===== config.mk =====
export PLATFORM = sky130hd
export DESIGN_NAME = stage_seq_tracker
export DESIGN_NICKNAME = d
export VERILOG_FILES = /design/src/rtl/stage_seq_tracker.sv
export SDC_FILE = /design/constraint.sdc
export NUM_CORES = 1
export LEC_CHECK = 0
export CAP_MARGIN = 0
export CORE_UTILIZATION = 40
export CTS_BUF_LIST = sky130_fd_sc_hd__clkbuf_4 sky130_fd_sc_hd__clkbuf_8
export DETAILED_ROUTE_END_ITERATION = 7
export GPL_TIMING_DRIVEN = 0
export PLACE_DENSITY = 0.68
export SYNTH_ARGS = -nofsm -noshare
export SYNTH_HDL_FRONTEND = slang
export SYNTH_SLANG_ARGS = --single-unit

===== constraint.sdc =====
create_clock -name CK -period 4.08 [get_ports CK]
set_input_delay 0.408 -clock CK [delete_from_list [all_inputs] [get_ports CK]]
set_output_delay 0.408 -clock CK [all_outputs]
set_load 0.01 [all_outputs]

===== src/rtl/stage_seq_tracker.sv =====
// Collection-window tracker: arms on request, gathers sticky per-stage done flags,
// and reports completion, timeout failure or in-progress as registered state decodes.
module stage_seq_tracker #(
    parameter int unsigned NSTAGES = 12,
    parameter int unsigned TMO_W   = 8
) (
    input  logic               CK,
    input  logic               rst_n,
    input  logic               en,
    input  logic               arm,
    input  logic [NSTAGES-1:0] stage_done,
    input  logic               force_req,
    input  logic               force_block,
    input  logic [TMO_W-1:0]   tmo_limit,
    input  logic               ack,
    output logic [NSTAGES-1:0] captured,
    output logic               complete,
    output logic               fail,
    output logic               busy
);

    localparam logic [TMO_W-1:0] TMO_ONE = TMO_W'(1);

    typedef enum logic [2:0] {
        S_IDLE,
        S_ARMED,
        S_COLLECT,
        S_DONE,
        S_FAIL
    } state_t;

    state_t             state;
    state_t             state_nxt;
    logic [TMO_W-1:0]   tmo_cnt;
    logic               force_ok;
    logic [NSTAGES-1:0] cap_merge;
    logic               all_done;
    logic               tmo_hit;
    logic               complete_nxt;
    logic               fail_nxt;
    logic               busy_nxt;

    assign force_ok  = force_req & ~force_block;
    // Include this cycle's inputs so the final done flag completes on its own edge.
    assign cap_merge = captured | stage_done | {NSTAGES{force_ok}};
    assign all_done  = &cap_merge;
    assign tmo_hit   = (tmo_limit != '0) && ((tmo_cnt + TMO_ONE) == tmo_limit);

    always_ff @(posedge CK or negedge rst_n) begin
        if (!rst_n) begin
            state    <= S_IDLE;
            complete <= 1'b0;
            fail     <= 1'b0;
            busy     <= 1'b0;
        end else if (en) begin
            state    <= state_nxt;
            complete <= complete_nxt;
            fail     <= fail_nxt;
            busy     <= busy_nxt;
        end
    end

    always_comb begin
        state_nxt = state;
        unique case (state)
            S_IDLE:    if (arm) state_nxt = S_ARMED;
            S_ARMED:   state_nxt = S_COLLECT;
            S_COLLECT: begin
                if (all_done)     state_nxt = S_DONE;
                else if (tmo_hit) state_nxt = S_FAIL;
            end
            S_DONE,
            S_FAIL:    if (ack) state_nxt = S_IDLE;
            default:   state_nxt = S_IDLE;
        endcase
    end

    always_comb begin
        complete_nxt = (state_nxt == S_DONE);
        fail_nxt     = (state_nxt == S_FAIL);
        busy_nxt     = (state_nxt == S_ARMED) || (state_nxt == S_COLLECT);
    end

    always_ff @(posedge CK or negedge rst_n) begin
        if (!rst_n) begin
            captured <= '0;
            tmo_cnt  <= '0;
        end else if (en) begin
            if (state == S_IDLE && arm) begin
                captured <= '0;
                tmo_cnt  <= '0;
            end else if (state == S_COLLECT) begin
                captured <= cap_merge;
                if (tmo_cnt != '1) tmo_cnt <= tmo_cnt + TMO_ONE;
            end
        end
    end

endmodule

==> flow_metrics.py, run 1 <==
metrics = {
    "run_status": {
        "outcome": "finished, final reports clean",
    },
    "power": {
        "p_switching_mw": 0.4927,
        "p_leak_nw": 0.9087,
        "p_int_mw": 0.8000,
        "clkPwrFrac_pct": 16.2,
        "powerDensity_nw_per_um2": 607.8,
        "p_sw_share_pct": 38.12,
        "ir_drop_uv": 310.6,
        "power_frac_seq_pct": 35.0,
        "power_frac_comb_pct": 48.8,
    },
    "placement": {
        "gp_congestion": 0.8185,
        "dp_hpwl_um": 2786,
        "numPortBuffers": 41,
        "dp_slack_ps": 1393,
    },
    "yosys": {
        "synth_area_leaders": "dfrtp_1, o21ai_0, a21oi_1",
        "netlist_instances": 186,
        "synthSimpleGateAreaFrac_pct": 16.65,
        "synth_edf_count": 0,
        "synth_area_um2": 1585,
        "synth-seq-cells": 26,
        "netlist.area_leader.share_pct": 41.04,
        "synth_xor_area_share_pct": 4.420,
        "synth-main-ff-cell": "dfrtp_1",
        "ys_types": 46,
        "yosysTopAreaCell": "dfrtp_1",
        "yosys-mux-area-fraction_pct": 1.342,
        "ys.warnings.count": 0,
        "post_synth.cell_area_avg_um2": 8.523,
        "synth_fp_nets": 214,
        "synth_top_family_by_area": "compound AO/OA/AOI/OAI gates",
        "synth_compound_area_share_pct": 28.65,
        "ys_seq_area_share_pct": 41.04,
        "async_reset_ff_share_pct": 100.0,
        "synth_fa_ha_area_share_pct": 0.7893,
    },
    "finish": {
        "fillers": 367,
        "seq_area_um2": 650.6,
        "multi_input_area_um2": 822.0,
        "diodes": 0,
        "area_delta_synth_final_pct": 34.18,
        "num-nets-final": 260,
        "layout-drive-gt1-share_pct": 5.628,
        "final_common_cell": "clkdlybuf4s50_1",
        "final_cell_mix": "clkdlybuf4s50_1, dfrtp_1, o21ai_0",
    },
    "drt": {
        "wl_per_cell_um": 13.42,
        "first_iter_violations": 84,
        "drt_wl_total_um": 3743,
        "via_per_inst": 5.484,
        "drt_pre_antenna_iters": 4,
        "drtAntennaViolNets": 0,
        "dr_total_vias": 1530,
        "drcViolationCount": 0,
    },
    "setup_path": {
        "worstPathMaxFanout": 10,
        "crit_path_start_kind": "flop",
        "crit_required_ps": 4230,
        "crit_type": "reg2reg",
        "endpoint_kind": "flop",
        "critPathArrivalTime_ps": 2820,
    },
    "floorplan": {
        "start_util_pct": 42.35,
        "io_pins": 42,
        "num_rows": 22,
        "die_w_um": 64.96,
        "fp.dieH_um": 64.96,
        "core-area_um2": 3744,
        "dieArea_um2": 4219,
    },
    "timing": {
        "setup_viol": 0,
        "fmax_mhz": 374.3,
        "hold_violations": 0,
        "setup_tns_ps": 0,
        "slew_headroom_pct": 22.84,
        "worst_pin_slew_ps": 1154,
        "rsz0062_at_grt": "no",
        "slew_violations": 0,
        "fin_skew_ps": 9.200,
        "fin_crit_sh_pct": 65.47,
        "fin_crit_ps": 2671,
        "setup_slack_ps": 1409,
    },
    "global_route": {
        "grt_pass1_wl_um": 6437,
        "grt_pass1_vias": 1457,
        "grt_usage_pct": 19.19,
        "grt_max_degree": 27,
        "antenna_found_initial": 0,
        "globalRouteOverflowTotal": 0,
    },
    "cts": {
        "cts_max_path_buffers": 2,
        "post-cts-setup-buffers": 0,
        "clk_latency_ps": 270,
        "clk_pin_slew_ps": 90,
        "ctsHoldBuffers": 0,
        "numCtsBuffers": 3,
        "cts_tree": "yes",
        "cts_resized": 0,
        "h-tree-depth": 1,
        "clockRootBuffer": "clkbuf_8",
        "clock_sinks": 26,
    },
    "hold_path": {
        "hold_path_class": "reg2reg",
    },
    "run": {
        "max_cap_violations": 0,
    },
}
==> power groups by stage <==
stage | Clock [mW] | Combinational, mW | Sequential [mW]
6_report | 0.210 | 0.631 | 0.452
5_1_grt | 0.225 | 0.699 | 0.467
4_1_cts | 0.216 | 0.637 | 0.452
3_3_place_gp | 0 | 0.625 | 0.455
3_5_place_dp | 0 | 0.634 | 0.454
2_1_floorplan | 0 | 0.348 | 0.473
==> cells in the mapped netlist, drive strengths merged (2+ instances only) <==
master and count:
a211oi 2, a21o 2, a21oi 18, a31oi 4
and3 2, buf 4, clkbuf 5, dfrtp 26
inv 18, nand2 15, nand2b 3, nand3 5
nand4 3, nor2 9, nor3 3, nor4 2
o21ai 26, o22ai 6, o31ai 2, o41ai 4
xnor2 3, xor2 5
==> cell families after synthesis <==
kind of cell	after synthesis
buf+inv	27
flops	26
simple gates	49
mux	2
fa+ha+maj	1
xor+xnor	8
compound gates	73
==> flip-flops by register name, summed over array words and instances, names as in the netlist <==
register / count
state: 3
captured: 12
fail: 1
tmo_cnt: 8
busy: 1
complete: 1
==> per-layer routing <==
| metal | up-vias | wire (um) | part of all wire, % | global-route usage, % |
|---|---|---|---|---|
| met2 | 49 | 1634 | 44 | 30.99 |
| li1 | 766 | - | - | - |
| met1 | 713 | 1865 | 50 | 27.07 |
| met4 | 0 | 19 | 0.51 | 4.167 |
| met3 | 2 | 224 | 6.0 | 2.641 |
| met5 | - | 0 | 0 | 0 |
==> metrics by stage <==
step / utilization, % / std cells / hold WS [ps] / cell area [um2] / power, mW
after detailed placement: 54.91 / 275 / 520.1 / 2056 / 1.087
after floorplan: - / 186 / 112.4 / 1585 / 0.8208
after global routing: 56.82 / 279 / 569.0 / 2127 / 1.392
final: 56.82 / 279 / 528.3 / 2127 / 1.293
after global placement: 54.91 / 275 / 518.6 / 2056 / 1.080
after CTS: 56.82 / 279 / 538.9 / 2127 / 1.304
==> critical path: stages (launching register included) <==
cell and delay [ps]:
dfrtp_1 470, ha_1 300, and2_1 150, buf_2 160
o21a_1 190, o31ai_1 350, nand4_2 250, a221oi_2 430
buf_6 200, a21oi_1 50
==> area by class of cell <==
class	count	share of cell area, %
Tap cell	48	2.824
Sequential cell	26	30.59
Inverter	18	3.176
Timing Repair Buffer	41	19.29
Clock inverter	1	1.412
Buffer	9	2.118
Clock buffer	3	1.941
Multi-Input combinational cell	133	38.65
==> final timing paths <==
kind,cells after the start,endpoint,from,slack (ps)
max,9,captured[2],tmo_cnt[0],1410
min reg2reg,2,complete,complete,530
min in group asynchronous,1,captured[7],rst_n,750
min,2,complete,complete,530
max reg2reg,9,captured[2],tmo_cnt[0],1410
max in group asynchronous,1,tmo_cnt[4],rst_n,2630
(Power assumes the default switching activity.)
==> run 2: changes to the inputs <==
Settings changed: PLACE_DENSITY 0.68 to 0.71.
Clock period 4.08 ns to 2.22 ns, I/O delays scaled along.
==> flow_metrics.py, run 2 (synthesized netlist as in run 1, its figures left out) <==
metrics = {
    "cts": {
        "ctsHoldBuffers": 0,
        "clk_pin_slew_ps": 90,
        "numCtsBuffers": 3,
        "clk_latency_ps": 270,
        "clock_sinks": 26,
        "cts_max_path_buffers": 2,
        "h-tree-depth": 1,
        "cts_tree": "yes",
        "clockRootBuffer": "clkbuf_8",
    },
    "global_route": {
        "grt_pass1_wl_um": 6637,
        "grt_pass1_vias": 1428,
        "globalRouteOverflowTotal": 0,
        "grt_max_degree": 27,
        "antenna_found_initial": 0,
        "grt_usage_pct": 19.96,
    },
    "setup_path": {
        "r2r_end": "captured[1]",
        "worstPathMaxFanout": 3,
        "crit_type": "reg2reg",
        "endpoint_kind": "flop",
        "crit_chain": "ha_4, xor2_1, a211o_1, a211oi_2, nand4_2, a221oi_4, buf_4, a21oi_2",
        "critPathTopFamily": "compound AO/OA/AOI/OAI gates",
        "crit_slowest_cell": "dfrtp_2",
        "crit_path_start_kind": "flop",
        "crit_required_ps": 2380,
        "crit_cells": 8,
        "critPathArrivalTime_ps": 2400,
        "max_stage_delay_ps": 440,
        "r2r_cells": 8,
        "r2r-start": "tmo_cnt[0]",
        "r2r_setup_slack_ps": -20,
        "crit_buf_inv": 1,
    },
    "drt": {
        "first_iter_violations": 104,
        "drtAntennaViolNets": 0,
        "via_per_inst": 5.497,
        "drcViolationCount": 0,
        "dr_total_vias": 1572,
        "drt_pre_antenna_iters": 4,
        "drt_wl_total_um": 3976,
        "wl_per_cell_um": 13.90,
    },
    "floorplan": {
        "fp.dieH_um": 64.96,
        "die_w_um": 64.96,
        "core-area_um2": 3744,
        "dieArea_um2": 4219,
        "start_util_pct": 42.35,
        "io_pins": 42,
        "num_rows": 22,
    },
    "finish": {
        "top_register": "captured",
        "top_regs": "captured x12, tmo_cnt x8, state x3",
        "largest_reg_flops": 12,
        "final_cell_mix": "clkdlybuf4s50_1, o21ai_0, dfrtp_1",
        "final_cells": 286,
        "area_delta_synth_final_pct": 42.30,
        "num-nets-final": 267,
        "layout-drive-gt1-share_pct": 13.87,
        "fin_area_um2": 2256,
        "final_common_cell": "clkdlybuf4s50_1",
        "diodes": 0,
    },
    "placement": {
        "gp_congestion": 0.8866,
        "numPortBuffers": 41,
        "place_area_um2": 2063,
        "dp_hpwl_um": 2842,
        "placed_cells": 275,
    },
    "power": {
        "powerDensity_nw_per_um2": 1103,
        "p_leak_nw": 0.9527,
        "ir_drop_uv": 692.7,
        "power_mw": 2.489,
    },
    "timing": {
        "fin_crit_ps": 2242,
        "fin_hold_ws_ps": 534.7,
        "slew_violations": 0,
        "rsz0062_at_grt": "yes",
        "setup_slack_ps": -21.91,
        "worst_pin_slew_ps": 1116,
        "setup_viol": 12,
        "fmax_mhz": 446.0,
        "setup_tns_ps": -154.7,
        "fin_skew_ps": 0.7940,
        "hold_violations": 0,
        "slew_headroom_pct": 25.34,
        "fin_crit_sh_pct": 101.0,
    },
    "run_status": {
        "violations": "negative setup slack",
        "outcome": "finished with violations",
    },
    "run": {
        "max_cap_violations": 0,
    },
    "hold_path": {
        "worstHoldPathCells": 1,
        "holdPathEnd": "tmo_cnt[7]",
        "hold_path_class": "reg2reg",
        "holdCritStartpoint": "tmo_cnt[7]",
    },
}
## run 2: cell count changes in the layout (fill, tap and decap cells not counted), moves of 2 or more
cell,before,now
buf_2,3,1
a21oi_1,18,11
a21oi_2,0,7
buf_6,1,4
buf_4,0,5
## run 2: repair_timing
| action | in CTS | in global routing |
|---|---|---|
| pin swaps | 8 | 3 |
| endpoints found under the setup margin | 12 | 19 |
| gates resized for setup | 10 | 9 |
| buffers inserted | 5 | 2 |
| gates cloned | 1 | 0 |
## run 2: worst max path at each step
| stage | start | endpoint | slack, ps |
|---|---|---|---|
| 2_1_floorplan | tmo_cnt[0] | captured[10] | 0.5 |
| 3_3_place_gp | tmo_cnt[0] | captured[2] | -280 |
| 3_5_place_dp | tmo_cnt[0] | captured[7] | -280 |
| 4_1_cts | tmo_cnt[0] | captured[5] | -9 |
| 5_1_grt | tmo_cnt[0] | captured[4] | -110 |
| 6_report | tmo_cnt[0] | captured[1] | -20 |
## run 2: worst register-to-register path: cells and delay by family, from the launching register on
| family | cells | cell delay [ps] |
|---|---|---|
| buf+inv | 1 | 190 |
| flops | 1 | 440 |
| fa+ha+maj | 1 | 250 |
| compound gates | 4 | 920 |
| xor+xnor | 1 | 140 |
| simple gates | 1 | 190 |
## run 2: routing by layer
metal,vias up,global-route usage (%),wire (um)
met5,-,0,0
met4,0,5.278,33
met3,4,3.521,182
met2,45,30.60,1873
met1,742,28.71,1887
li1,781,-,-
## run 2: power by group
part / total [mW] / switching [mW] / internal, mW
Clock: 0.302 / 0.143 / 0.158
Sequential: 0.825 / 0.161 / 0.665
Combinational: 1.36 / 0.688 / 0.674
## run 2: area by class of cell
class	count	area [um2]
Fill cell	323	1488
Multi-Input combinational cell	133	897.1
Sequential cell	26	651.9
Timing Repair Buffer	49	481.7
Inverter	18	67.56
Tap cell	48	60.06
Clock buffer	4	55.05
Buffer	8	42.54
## run 2: stage by stage
| step | worst slack, ps | util, % |
|---|---|---|
| final | -21.91 | 60.26 |
| after global routing | -107.6 | 60.26 |
| after CTS | -8.701 | 58.92 |
| after detailed placement | -276.3 | 55.11 |
| after global placement | -280.1 | 55.11 |
| after floorplan | 0.5009 | - |
